<file path="src/rtl/led_pattern_arbiter_pkg.sv">
// Shared types for the LED pattern arbiter.
// Holds FSM states, requester/pattern sizes and the round-robin picker.
package led_pattern_arbiter_pkg;

   localparam int NUM_REQ  = 4;
   localparam int PAT_BITS = 8;

   typedef enum logic [1:0] {
      IDLE,
      PLAY,
      GAP
   } state_t;

   // Searches ptr+1, ptr+2, ptr+3, ptr (mod 4)
   // and returns the first requesting index.
   function automatic logic [1:0] rr_pick(
      input logic [NUM_REQ-1:0] req,
      input logic [1:0]         ptr
   );
      logic [1:0] idx;
      logic [1:0] win;
      logic       found;
      win   = '0;
      found = 1'b0;
      for (int k = 1; k <= NUM_REQ; k++) begin
         idx = ptr + 2'(k);
         if (!found && req[idx]) begin
            win   = idx;
            found = 1'b1;
         end
      end
      return win;
   endfunction

endpackage

</file>
<file path="src/rtl/led_pattern_arbiter_if.sv">
// Request/pattern/grant bundle of the LED pattern arbiter.
// Ports: REQ, PAT (to arbiter); GNT, DONE, BUSY, LED (from arbiter).
interface led_pattern_arbiter_if;
   import led_pattern_arbiter_pkg::*;

   logic [NUM_REQ-1:0]          REQ;
   logic [NUM_REQ*PAT_BITS-1:0] PAT;
   logic [NUM_REQ-1:0]          GNT;
   logic [NUM_REQ-1:0]          DONE;
   logic                        BUSY;
   logic                        LED;

   modport master (
      output REQ, PAT,
      input  GNT, DONE, BUSY, LED
   );

   modport slave (
      input  REQ, PAT,
      output GNT, DONE, BUSY, LED
   );

endinterface

</file>
<file path="src/rtl/led_pattern_arbiter_tick_gen.sv">
// Bit-period timer: counts 0..CLKS_PER_TICK-1, tick on terminal count.
// Ports: CLK, RST_N (async low), clr (hold at 0), tick (out).
module tick_gen #(
   parameter int CLKS_PER_TICK = 1200000
) (
   input  logic CLK,
   input  logic RST_N,
   input  logic clr,
   output logic tick
);

   localparam int W = $clog2(CLKS_PER_TICK);
   localparam logic [W-1:0] LAST = W'(CLKS_PER_TICK - 1);

   logic [W-1:0] cnt_q;

   always_ff @(posedge CLK or negedge RST_N) begin
      if (!RST_N) begin
         cnt_q <= '0;
      end else if (clr || cnt_q == LAST) begin
         cnt_q <= '0;
      end else begin
         cnt_q <= cnt_q + W'(1);
      end
   end

   assign tick = !clr && (cnt_q == LAST);

endmodule

</file>
<file path="src/rtl/led_pattern_arbiter.sv">
// Round-robin arbiter playing one requester's 8-bit pattern on a shared LED.
// Ports: CLK, RST_N (async low), bus (slave: REQ/PAT in, GNT/DONE/BUSY/LED out).
module led_pattern_arbiter
   import led_pattern_arbiter_pkg::*;
#(
   parameter int CLKS_PER_TICK = 1200000
) (
   input  logic                 CLK,
   input  logic                 RST_N,
   led_pattern_arbiter_if.slave bus
);

   localparam logic [2:0] LAST_BIT = 3'(PAT_BITS - 1);

   state_t              state_q, state_d;
   logic [NUM_REQ-1:0]  gnt_q, gnt_d;
   logic [NUM_REQ-1:0]  done_q, done_d;
   logic                led_q, led_d;
   logic [PAT_BITS-1:0] pat_q, pat_d;
   logic [2:0]          idx_q, idx_d;
   logic [1:0]          ptr_q, ptr_d;
   logic [1:0]          own_q, own_d;
   logic [1:0]          win;
   logic                clr;
   logic                tick;

   tick_gen #(
      .CLKS_PER_TICK(CLKS_PER_TICK)
   ) u_tick (
      .CLK  (CLK),
      .RST_N(RST_N),
      .clr  (clr),
      .tick (tick)
   );

   assign win = rr_pick(bus.REQ, ptr_q);

   always_comb begin
      state_d = state_q;
      gnt_d   = gnt_q;
      done_d  = '0;
      led_d   = led_q;
      pat_d   = pat_q;
      idx_d   = idx_q;
      ptr_d   = ptr_q;
      own_d   = own_q;
      clr     = 1'b0;
      unique case (state_q)
         IDLE: begin
            clr   = 1'b1;
            led_d = 1'b0;
            gnt_d = '0;
            if (|bus.REQ) begin
               state_d = PLAY;
               own_d   = win;
               gnt_d   = NUM_REQ'(1) << win;
               pat_d   = bus.PAT[{win, 3'b000} +: PAT_BITS];
               idx_d   = '0;
               led_d   = pat_d[0];
            end
         end
         PLAY: begin
            if (tick) begin
               if (idx_q == LAST_BIT) begin
                  state_d = GAP;
                  gnt_d   = '0;
                  done_d  = gnt_q;
                  led_d   = 1'b0;
                  ptr_d   = own_q;
               end else begin
                  idx_d = idx_q + 3'd1;
                  led_d = pat_q[idx_d];
               end
            end
         end
         GAP: begin
            led_d = 1'b0;
            if (tick) begin
               state_d = IDLE;
            end
         end
         default: begin
            state_d = IDLE;
            gnt_d   = '0;
            led_d   = 1'b0;
         end
      endcase
   end

   always_ff @(posedge CLK or negedge RST_N) begin
      if (!RST_N) begin
         state_q <= IDLE;
         gnt_q   <= '0;
         done_q  <= '0;
         led_q   <= 1'b0;
         pat_q   <= '0;
         idx_q   <= '0;
         ptr_q   <= 2'd3;
         own_q   <= '0;
      end else begin
         state_q <= state_d;
         gnt_q   <= gnt_d;
         done_q  <= done_d;
         led_q   <= led_d;
         pat_q   <= pat_d;
         idx_q   <= idx_d;
         ptr_q   <= ptr_d;
         own_q   <= own_d;
      end
   end

   assign bus.GNT  = gnt_q;
   assign bus.DONE = done_q;
   assign bus.LED  = led_q;
   assign bus.BUSY = (state_q != IDLE);

endmodule

</file>
<file path="src/flat_wrapper.sv">
// flat-port wrapper written by rule: the top's interface ports become plain ports
module led_pattern_arbiter_flat import led_pattern_arbiter_pkg::*;
#(
   parameter int CLKS_PER_TICK = 1200000
)
  (CLK, RST_N, bus_REQ, bus_PAT, bus_GNT, bus_DONE, bus_BUSY, bus_LED);
  led_pattern_arbiter_if bus_i ();
  input  logic CLK;
  input  logic RST_N;
  input wire logic [$bits(bus_i.REQ)-1:0] bus_REQ;
  input wire logic [$bits(bus_i.PAT)-1:0] bus_PAT;
  output wire logic [$bits(bus_i.GNT)-1:0] bus_GNT;
  output wire logic [$bits(bus_i.DONE)-1:0] bus_DONE;
  output wire logic [$bits(bus_i.BUSY)-1:0] bus_BUSY;
  output wire logic [$bits(bus_i.LED)-1:0] bus_LED;
  assign bus_i.REQ = bus_REQ;
  assign bus_i.PAT = bus_PAT;
  assign bus_GNT = bus_i.GNT;
  assign bus_DONE = bus_i.DONE;
  assign bus_BUSY = bus_i.BUSY;
  assign bus_LED = bus_i.LED;
  led_pattern_arbiter #(.CLKS_PER_TICK(CLKS_PER_TICK)) u_core (.CLK(CLK), .RST_N(RST_N), .bus(bus_i));
endmodule
</file>
<file path="config.mk">
export PLATFORM = sky130hd
export DESIGN_NAME = led_pattern_arbiter_flat
export DESIGN_NICKNAME = d
export VERILOG_FILES = /design/src/rtl/led_pattern_arbiter_pkg.sv /design/src/rtl/led_pattern_arbiter_if.sv /design/src/rtl/led_pattern_arbiter_tick_gen.sv /design/src/rtl/led_pattern_arbiter.sv /design/src/flat_wrapper.sv
export SDC_FILE = /design/constraint.sdc
export NUM_CORES = 1
export LEC_CHECK = 0
export BUFFER_PORTS_ARGS = -buffer_cell sky130_fd_sc_hd__buf_4
export CORE_ASPECT_RATIO = 1.2
export CORE_MARGIN = 3
export CORE_UTILIZATION = 30
export DETAILED_ROUTE_END_ITERATION = 16
export HOLD_SLACK_MARGIN = 0.12
export SYNTH_ARGS = -nofsm -noshare
export SYNTH_HDL_FRONTEND = slang
export SYNTH_SLANG_ARGS = --single-unit
</file>
<file path="constraint.sdc">
create_clock -name CLK -period 2.55 [get_ports CLK]
set_input_delay 0.255 -clock CLK [delete_from_list [all_inputs] [get_ports CLK]]
set_output_delay 0.255 -clock CLK [all_outputs]
set_load 0.05 [all_outputs]
</file>
==> flow_metrics.py, run 1 <==
metrics = {
    "pwr": {
        "ir_drop_mv": 0.2824,
        "total_power_mw": 1.532,
        "leakagePower_nw": 1.421,
        "power-per-cell-area_mw_per_mm2": 495.9,
    },
    "die": {
        "rows": 35,
        "die_y_um": 105.3,
        "die_w_um": 88.73,
        "io_pins": 48,
        "die_area_mm2": 0.009340,
        "start_util": 0.3143,
        "core-area_mm2": 0.007839,
    },
    "synth": {
        "netlist_instances": 243,
        "synth_edf_count": 0,
        "synthMuxAreaShare": 0.1417,
        "synth_area_leader_cell": "dfrtp_1",
        "synthesis.nets": 284,
        "synth_area_per_cell_um2": 10.14,
        "synth-main-ff-cell": "dfrtp_1",
        "ys_seq_elements": 47,
        "synthTopCellsByArea": "dfrtp_1 46%, mux2i_1 7.3%, mux2_2 5.0%",
        "synth-compound-area-share": 0.07872,
        "synthSimpleGateAreaFrac": 0.2062,
        "netlist_area_mm2": 0.002464,
        "synth_warnings": 0,
        "synth_top_cell_area_share": 0.4571,
        "synth_top_family_by_area": "simple AND/OR/NAND/NOR gates",
        "async_flop_share": 1.000,
        "synth_xor_area_frac": 0.05333,
        "synthAdderAreaFrac": 0.01524,
        "yosysUniqueCellTypes": 40,
        "yosysSeqAreaShare": 0.4784,
    },
    "detailed_routing": {
        "vias_per_cell": 4.902,
        "drc": 0,
        "firstDrtPassIters": 4,
        "drt-total-wl_um": 5006,
        "drt-initial-drc-count": 49,
        "ant_nets": 0,
        "wl_per_cell_um": 12.90,
        "dr_total_vias": 1902,
    },
    "layout": {
        "utilization": 0.3943,
        "register_area_mm2": 0.001179,
        "num-fill-cells": 763,
        "area_growth_pct": 25.44,
        "final_cell_count_no_fill": 388,
        "drive_gt1_frac": 0.2804,
        "diodes": 0,
        "nNetsFinal": 336,
        "multi_input_area_mm2": 0.001237,
    },
    "worst_hold_path": {
        "hp-class": "in -> reg",
    },
    "cts": {
        "clk_path_buf_depth": 2,
        "clock_sinks": 47,
        "cts.htree.levels": 2,
        "clk_pin_slew_worst_paths_ns": 0.09,
        "root_buffer": "clkbuf_8",
        "numCtsBuffers": 5,
        "clk_latency_ns": 0.29,
        "tritoncts": "done",
    },
    "placed_design": {
        "dpl.cell_count": 379,
        "io_buffers": 47,
        "hpwl_um": 3721,
        "gp_congestion": 0.7805,
    },
    "critical_path": {
        "critPathBufInv": 0,
        "crit_arrival_ns": 2.61,
        "critPathLaunchType": "flop",
        "cp_cell_sequence": "or4_1 -> or4b_4 -> nor4_4 -> mux2_2",
        "slowest_delay_ns": 0.57,
        "crit_type": "reg -> reg",
        "crit_path_end_kind": "flop",
        "critPathMaxFanout": 6,
        "crit_family": "simple AND/OR/NAND/NOR gates",
        "critPathRequiredTime_ns": 2.78,
        "cp_slowest_cell": "or4b_4",
    },
    "timing": {
        "setup-tns-final_ns": 0,
        "fin_crit_ns": 2.380,
        "period_share": 0.9335,
        "worst_pin_slew_ns": 0.5903,
        "fmax_mhz": 420.1,
        "hold_viol": 0,
        "slew-limit-headroom": 0.6064,
        "fin_skew_ns": 0.007532,
        "holdWs_ns": 0.3907,
        "rsz0062_at_grt": "false",
        "slew_viol_final": 0,
        "finalSetupViolCount": 0,
    },
    "global_routing": {
        "overflow": 0,
        "grt_pass1_vias": 1831,
        "grt_pass1_wl_um": 8369,
        "antenna_found_initial": 0,
        "grt_max_degree": 48,
        "globalRouteTotalUtil": 0.1114,
    },
    "outcome": {
        "status": "completed",
    },
    "run": {
        "drv_cap": 0,
    },
}
-- cells in the final DEF (no fill, tap or decap), drive strengths merged, types with 8 or more instances in the layout --
cell,count
buf,51
dfrtp,45
inv,9
mux2,11
mux2i,18
nand2,28
nand3,8
nor2,25
o21ai,15
xnor2,10
-- cell type report --
| class | instances | area share |
|---|---|---|
| clock buffer | 6 | 0.02348 |
| clock inverter | 2 | 0.01943 |
| inverter | 9 | 0.01093 |
| multi-input combinational | 180 | 0.4004 |
| sequential | 47 | 0.3814 |
| tap | 92 | 0.03725 |
| timing repair buffer | 52 | 0.1271 |
-- state kept, by name, summed over array words and instances, names as in the netlist --
name	count
u_core.u_tick.cnt_q	21
u_core.pat_q	8
u_core.bus.DONE	4
u_core.bus.GNT	4
u_core.idx_q	3
u_core.own_q	2
u_core.ptr_q	2
u_core.state_q	2
u_core.bus.LED	1
-- per-stage QoR --
step	worst slack, ns	instance area (um^2)
after floorplan	0.3621	2464
after global placement	0.2196	2948
after detailed placement	0.1695	2948
after CTS	0.1535	3090
after global routing	0.05734	3090
final	0.1697	3090
-- report_power, final --
group          internal, mW  switching, mW  total [mW]
Clock                 0.392          0.243       0.635
Combinational        0.0784         0.0642       0.143
Sequential            0.751        0.00423       0.755
Total                  1.22          0.311        1.53
-- synth_stat cells (2+ instances only) --
cell and count:
and2_1 2, ha_1 3, nor3_1 6, dfstp_2 2
nand2b_1 4, nand2_1 28, o2bb2ai_1 2, nor2_1 25
xnor2_1 10, o21a_1 2, nor3b_1 2, mux4_2 2
o21ai_0 15, a211oi_1 2, nor4_1 3, or3_1 5
clkbuf_1 3, buf_2 4, mux2_2 11, nand3_1 8
mux2i_1 18, and2_2 4, inv_1 9, a21oi_1 6
xor2_1 5, nand4_1 4, dfrtp_1 45
-- worst min-delay path: cells and delay by family --
kind | cells | cell delay [ns]
simple gates | 2 | 0.20
buf+inv | 1 | 0.07
mux | 1 | 0.13
-- layer usage --
layer / vias up / share of wire / track usage
met5: - / 0 / 0
met4: 0 / 0.013 / 0.03240
met3: 5 / 0.051 / 0.02815
met2: 34 / 0.52 / 0.1948
met1: 905 / 0.42 / 0.1318
li1: 958 / - / -
-- path summary, 6_finish.rpt --
kind	to	startpoint	slack, ns	cells past startpoint
max	u_core.ptr_q[0]$_DFFE_PN1P_	u_core.u_tick.cnt_q[7]$_DFF_PN0_	0.17	4
min	u_core.pat_q[0]$_DFFE_PN0P_	bus_PAT[16]	0.39	4
max reg2reg	u_core.ptr_q[0]$_DFFE_PN1P_	u_core.u_tick.cnt_q[7]$_DFF_PN0_	0.17	4
min reg2reg	u_core.u_tick.cnt_q[0]$_DFF_PN0_	u_core.u_tick.cnt_q[0]$_DFF_PN0_	0.45	1
max in group asynchronous	u_core.u_tick.cnt_q[4]$_DFF_PN0_	RST_N	1.64	2
min in group asynchronous	u_core.bus.DONE[0]$_DFF_PN0_	RST_N	0.50	2
-- what timing repair did --
item / 4_1_cts / 5_1_grt
hold buffers: 1 / 0
buffers inserted: 0 / 0
gates resized for setup: 0 / 0
hold endpoints to repair: 45 / 0
-- logic make-up after synthesis --
group           count (synthesis)
buf+inv                        16
flops                          47
fa+ha+maj                       3
compound gates                 32
simple gates                   99
xor+xnor                       15
mux                            31
Note: power is estimated with default switching activity, not from simulation.
==> run 2: changes to the inputs <==
--- a/config.mk
+++ b/config.mk
@@ -5,6 +5,7 @@
 export SDC_FILE = /design/constraint.sdc
 export NUM_CORES = 1
 export LEC_CHECK = 0
+export ABC_AREA = 1
 export BUFFER_PORTS_ARGS = -buffer_cell sky130_fd_sc_hd__buf_4
 export CORE_ASPECT_RATIO = 1.2
 export CORE_MARGIN = 3
==> run 2 against run 1 <==
Core utilization down 0.82 points; first-iteration DRC count grew to 3.0 times the previous value; cell count rose by 42%; hold slack worse by 0.17 ns; register-to-register slack improved by 0.18 ns; sequential share of layout area is 3.4 points lower; flip-flop and latch count unchanged; worst setup slack better by 0.18 ns; synthesized cell count increased by 56%; power is 3.8% lower; largest cell class unchanged.
==> flow_metrics.py, run 2 <==
metrics = {
    "critical_path": {
        "r2r_slack_ns": 0.35,
        "critPathLaunchType": "flop",
        "r2r_start": "u_core.u_tick.cnt_q[0]$_DFF_PN0_",
        "crit_family": "simple AND/OR/NAND/NOR gates",
        "crit_path_end_kind": "flop",
        "crit_type": "reg -> reg",
        "r2r_end": "u_core.bus.GNT[2]$_DFFE_PN0P_",
        "crit_arrival_ns": 2.36,
        "slowest_delay_ns": 0.41,
        "rr_worst_depth": 10,
        "cp_cell_sequence": "ha_1 -> nand2_1 -> nor2_2 -> inv_1 -> nor3_1 -> nand3_1 -> nand2_1 -> inv_1 -> nor3_2 -> o21ai_0",
        "critPathMaxFanout": 5,
        "cp_slowest_cell": "dfrtp_1",
        "critPathBufInv": 2,
        "critPathRequiredTime_ns": 2.71,
    },
    "die": {
        "rows": 37,
        "die_area_mm2": 0.01046,
        "core-area_mm2": 0.008796,
        "die_w_um": 93.86,
        "io_pins": 48,
        "die_y_um": 111.4,
        "start_util": 0.3159,
    },
    "global_routing": {
        "overflow": 0,
        "globalRouteTotalUtil": 0.1323,
        "grt_pass1_wl_um": 11470,
        "grt_pass1_vias": 2522,
        "grt_max_degree": 48,
        "antenna_found_initial": 0,
    },
    "timing": {
        "fmax_mhz": 455.3,
        "fin_crit_ns": 2.196,
        "finalSetupViolCount": 0,
        "slew_viol_final": 0,
        "rsz0062_at_grt": "false",
        "setup-tns-final_ns": 0,
        "slew-limit-headroom": 0.3009,
        "period_share": 0.8614,
        "hold_viol": 0,
        "fin_skew_ns": 0.01003,
        "worst_pin_slew_ns": 1.045,
    },
    "cts": {
        "clk_pin_slew_worst_paths_ns": 0.09,
        "tritoncts": "done",
        "cts.htree.levels": 2,
        "clk_latency_ns": 0.30,
        "clk_path_buf_depth": 2,
        "clock_sinks": 47,
        "numCtsBuffers": 5,
        "root_buffer": "clkbuf_8",
    },
    "detailed_routing": {
        "drc": 0,
        "drt-total-wl_um": 6678,
        "firstDrtPassIters": 4,
        "ant_nets": 0,
        "wl_per_cell_um": 12.14,
        "drt-initial-drc-count": 147,
        "dr_total_vias": 2594,
        "vias_per_cell": 4.716,
    },
    "pwr": {
        "leakagePower_nw": 1.670,
        "power-per-cell-area_mw_per_mm2": 434.2,
        "ir_drop_mv": 0.2089,
    },
    "placed_design": {
        "io_buffers": 47,
        "dpl.cell_count": 538,
        "hpwl_um": 5169,
        "gp_congestion": 0.8577,
    },
    "synth": {
        "netlist_area_mm2": 0.002779,
        "synth_xor_area_frac": 0.006303,
        "ys_seq_elements": 47,
        "synth-main-ff-cell": "dfrtp_1",
        "synth_top_family_by_area": "simple AND/OR/NAND/NOR gates",
        "yosysMostFrequentCell": "nand2_1",
        "netlist_instances": 379,
        "synth_area_leader_cell": "dfrtp_1",
        "synthAdderAreaFrac": 0.01351,
        "synthesis.nets": 420,
        "synth_commonest_cells": "92 x nand2_1, 52 x inv_1, 45 x dfrtp_1, 40 x nor2_1, 32 x nand3_1",
        "async_flop_share": 1.000,
        "synth_area_per_cell_um2": 7.332,
        "synth_top_cell_area_share": 0.4052,
        "yosysUniqueCellTypes": 35,
        "synth_warnings": 0,
        "synth_edf_count": 0,
        "synthTopCellsByArea": "dfrtp_1 41%, nand2_1 12%, inv_1 7.0%",
        "synth-compound-area-share": 0.1121,
        "synthSimpleGateAreaFrac": 0.3485,
        "yosysSeqAreaShare": 0.4241,
        "synthMuxAreaShare": 0.003602,
    },
    "layout": {
        "largest_register_ffs": 21,
        "diodes": 0,
        "area_growth_pct": 22.20,
        "layout_commonest_cell": "nand2_1",
        "final_cell_count_no_fill": 550,
        "nNetsFinal": 473,
        "mostFrequentLayoutCells": "92 x nand2_1, 52 x inv_1, 51 x buf_4",
        "regMostFlops": "u_core.u_tick.cnt_q",
        "reg_top3": "u_core.u_tick.cnt_q: 21 flops, u_core.pat_q: 8 flops",
        "drive_gt1_frac": 0.1871,
    },
    "worst_hold_path": {
        "hp-class": "in -> reg",
        "hold_end": "u_core.pat_q[3]$_DFFE_PN0P_",
        "min_path_cells": 3,
        "min_from": "bus_PAT[3]",
    },
    "outcome": {
        "status": "completed",
    },
    "run": {
        "drv_cap": 0,
    },
}
==> run 2: worst max path at each step <==
stage	from	endpoint	slack [ns]	cells after the start
6_report	u_core.u_tick.cnt_q[0]$_DFF_PN0_	u_core.bus.GNT[2]$_DFFE_PN0P_	0.35	10
5_1_grt	u_core.state_q[1]$_DFFE_PN0P_	u_core.own_q[1]$_DFFE_PN0P_	0.04	6
4_1_cts	u_core.ptr_q[0]$_DFFE_PN1P_	u_core.pat_q[6]$_DFFE_PN0P_	0.28	15
3_5_place_dp	u_core.ptr_q[0]$_DFFE_PN1P_	u_core.pat_q[6]$_DFFE_PN0P_	0.30	15
3_3_place_gp	u_core.ptr_q[0]$_DFFE_PN1P_	u_core.pat_q[6]$_DFFE_PN0P_	0.35	15
2_1_floorplan	u_core.ptr_q[0]$_DFFE_PN1P_	u_core.pat_q[6]$_DFFE_PN0P_	0.72	13
==> run 2: kinds of logic (layout without fill, tap and decap cells) <==
group	count (synthesis)	count (layout)
and+or+nand+nor	209	209
buffers and inverters	61	115
AOI/OAI and AO/OA	56	56
DFF	47	47
adders and majority gates	3	3
xor gates and xnor gates	2	2
muxes	1	1
==> run 2: layout make-up <==
class / instances / area [um^2]
clock buffers: 6 / 82.58
repair buffers: 52 / 392.9
inverters: 55 / 206.4
well taps: 117 / 146.4
flip-flops and latches: 47 / 1179
multi-input cells: 271 / 1354
fillers: 951 / 5400
clock inverters: 2 / 35.03
==> run 2: stage by stage <==
step                      instance area [um^2]  power, mW  hold slack, ns  utilization  setup WS, ns
after global placement                    3237     0.9245          0.3046       0.3680        0.3506
after global routing                      3396      1.546          0.2389       0.3861       0.03552
after detailed placement                  3237     0.9256          0.3020       0.3680        0.3000
final                                     3396      1.474          0.2236       0.3861        0.3535
after floorplan                           2779     0.8542        -0.04059            -        0.7176
after CTS                                 3364      1.499          0.2110       0.3825        0.2766
==> run 2: routing by layer <==
metal,global-route usage,routed length [um],vias to the layer above
met4,0.03179,110,0
met1,0.1762,3113,1175
met5,0,0,-
li1,-,-,1348
met2,0.2193,3144,60
met3,0.02703,309,11
==> run 2: power by group <==
| group | internal [mW] | leakage [nW] | switching [mW] |
|---|---|---|---|
| clock network | 0.317 | 0.0612 | 0.246 |
| logic | 0.0683 | 1.02 | 0.0842 |
| registers | 0.754 | 0.585 | 0.00462 |
==> run 2: tightest hold or removal path: cells and delay by family <==
kind | cells | cell delay (ns)
compound gates | 1 | 0.07
buf+inv | 1 | 0.11
simple gates | 1 | 0.05
==> run 2: what timing repair did <==
| action | in CTS | in global routing |
|---|---|---|
| hold buffers | 1 | 0 |
| endpoints found under the hold margin | 45 | 0 |
| resized for setup | 0 | 1 |
| buffers inserted | 0 | 3 |
| setup endpoints to repair | 0 | 3 |
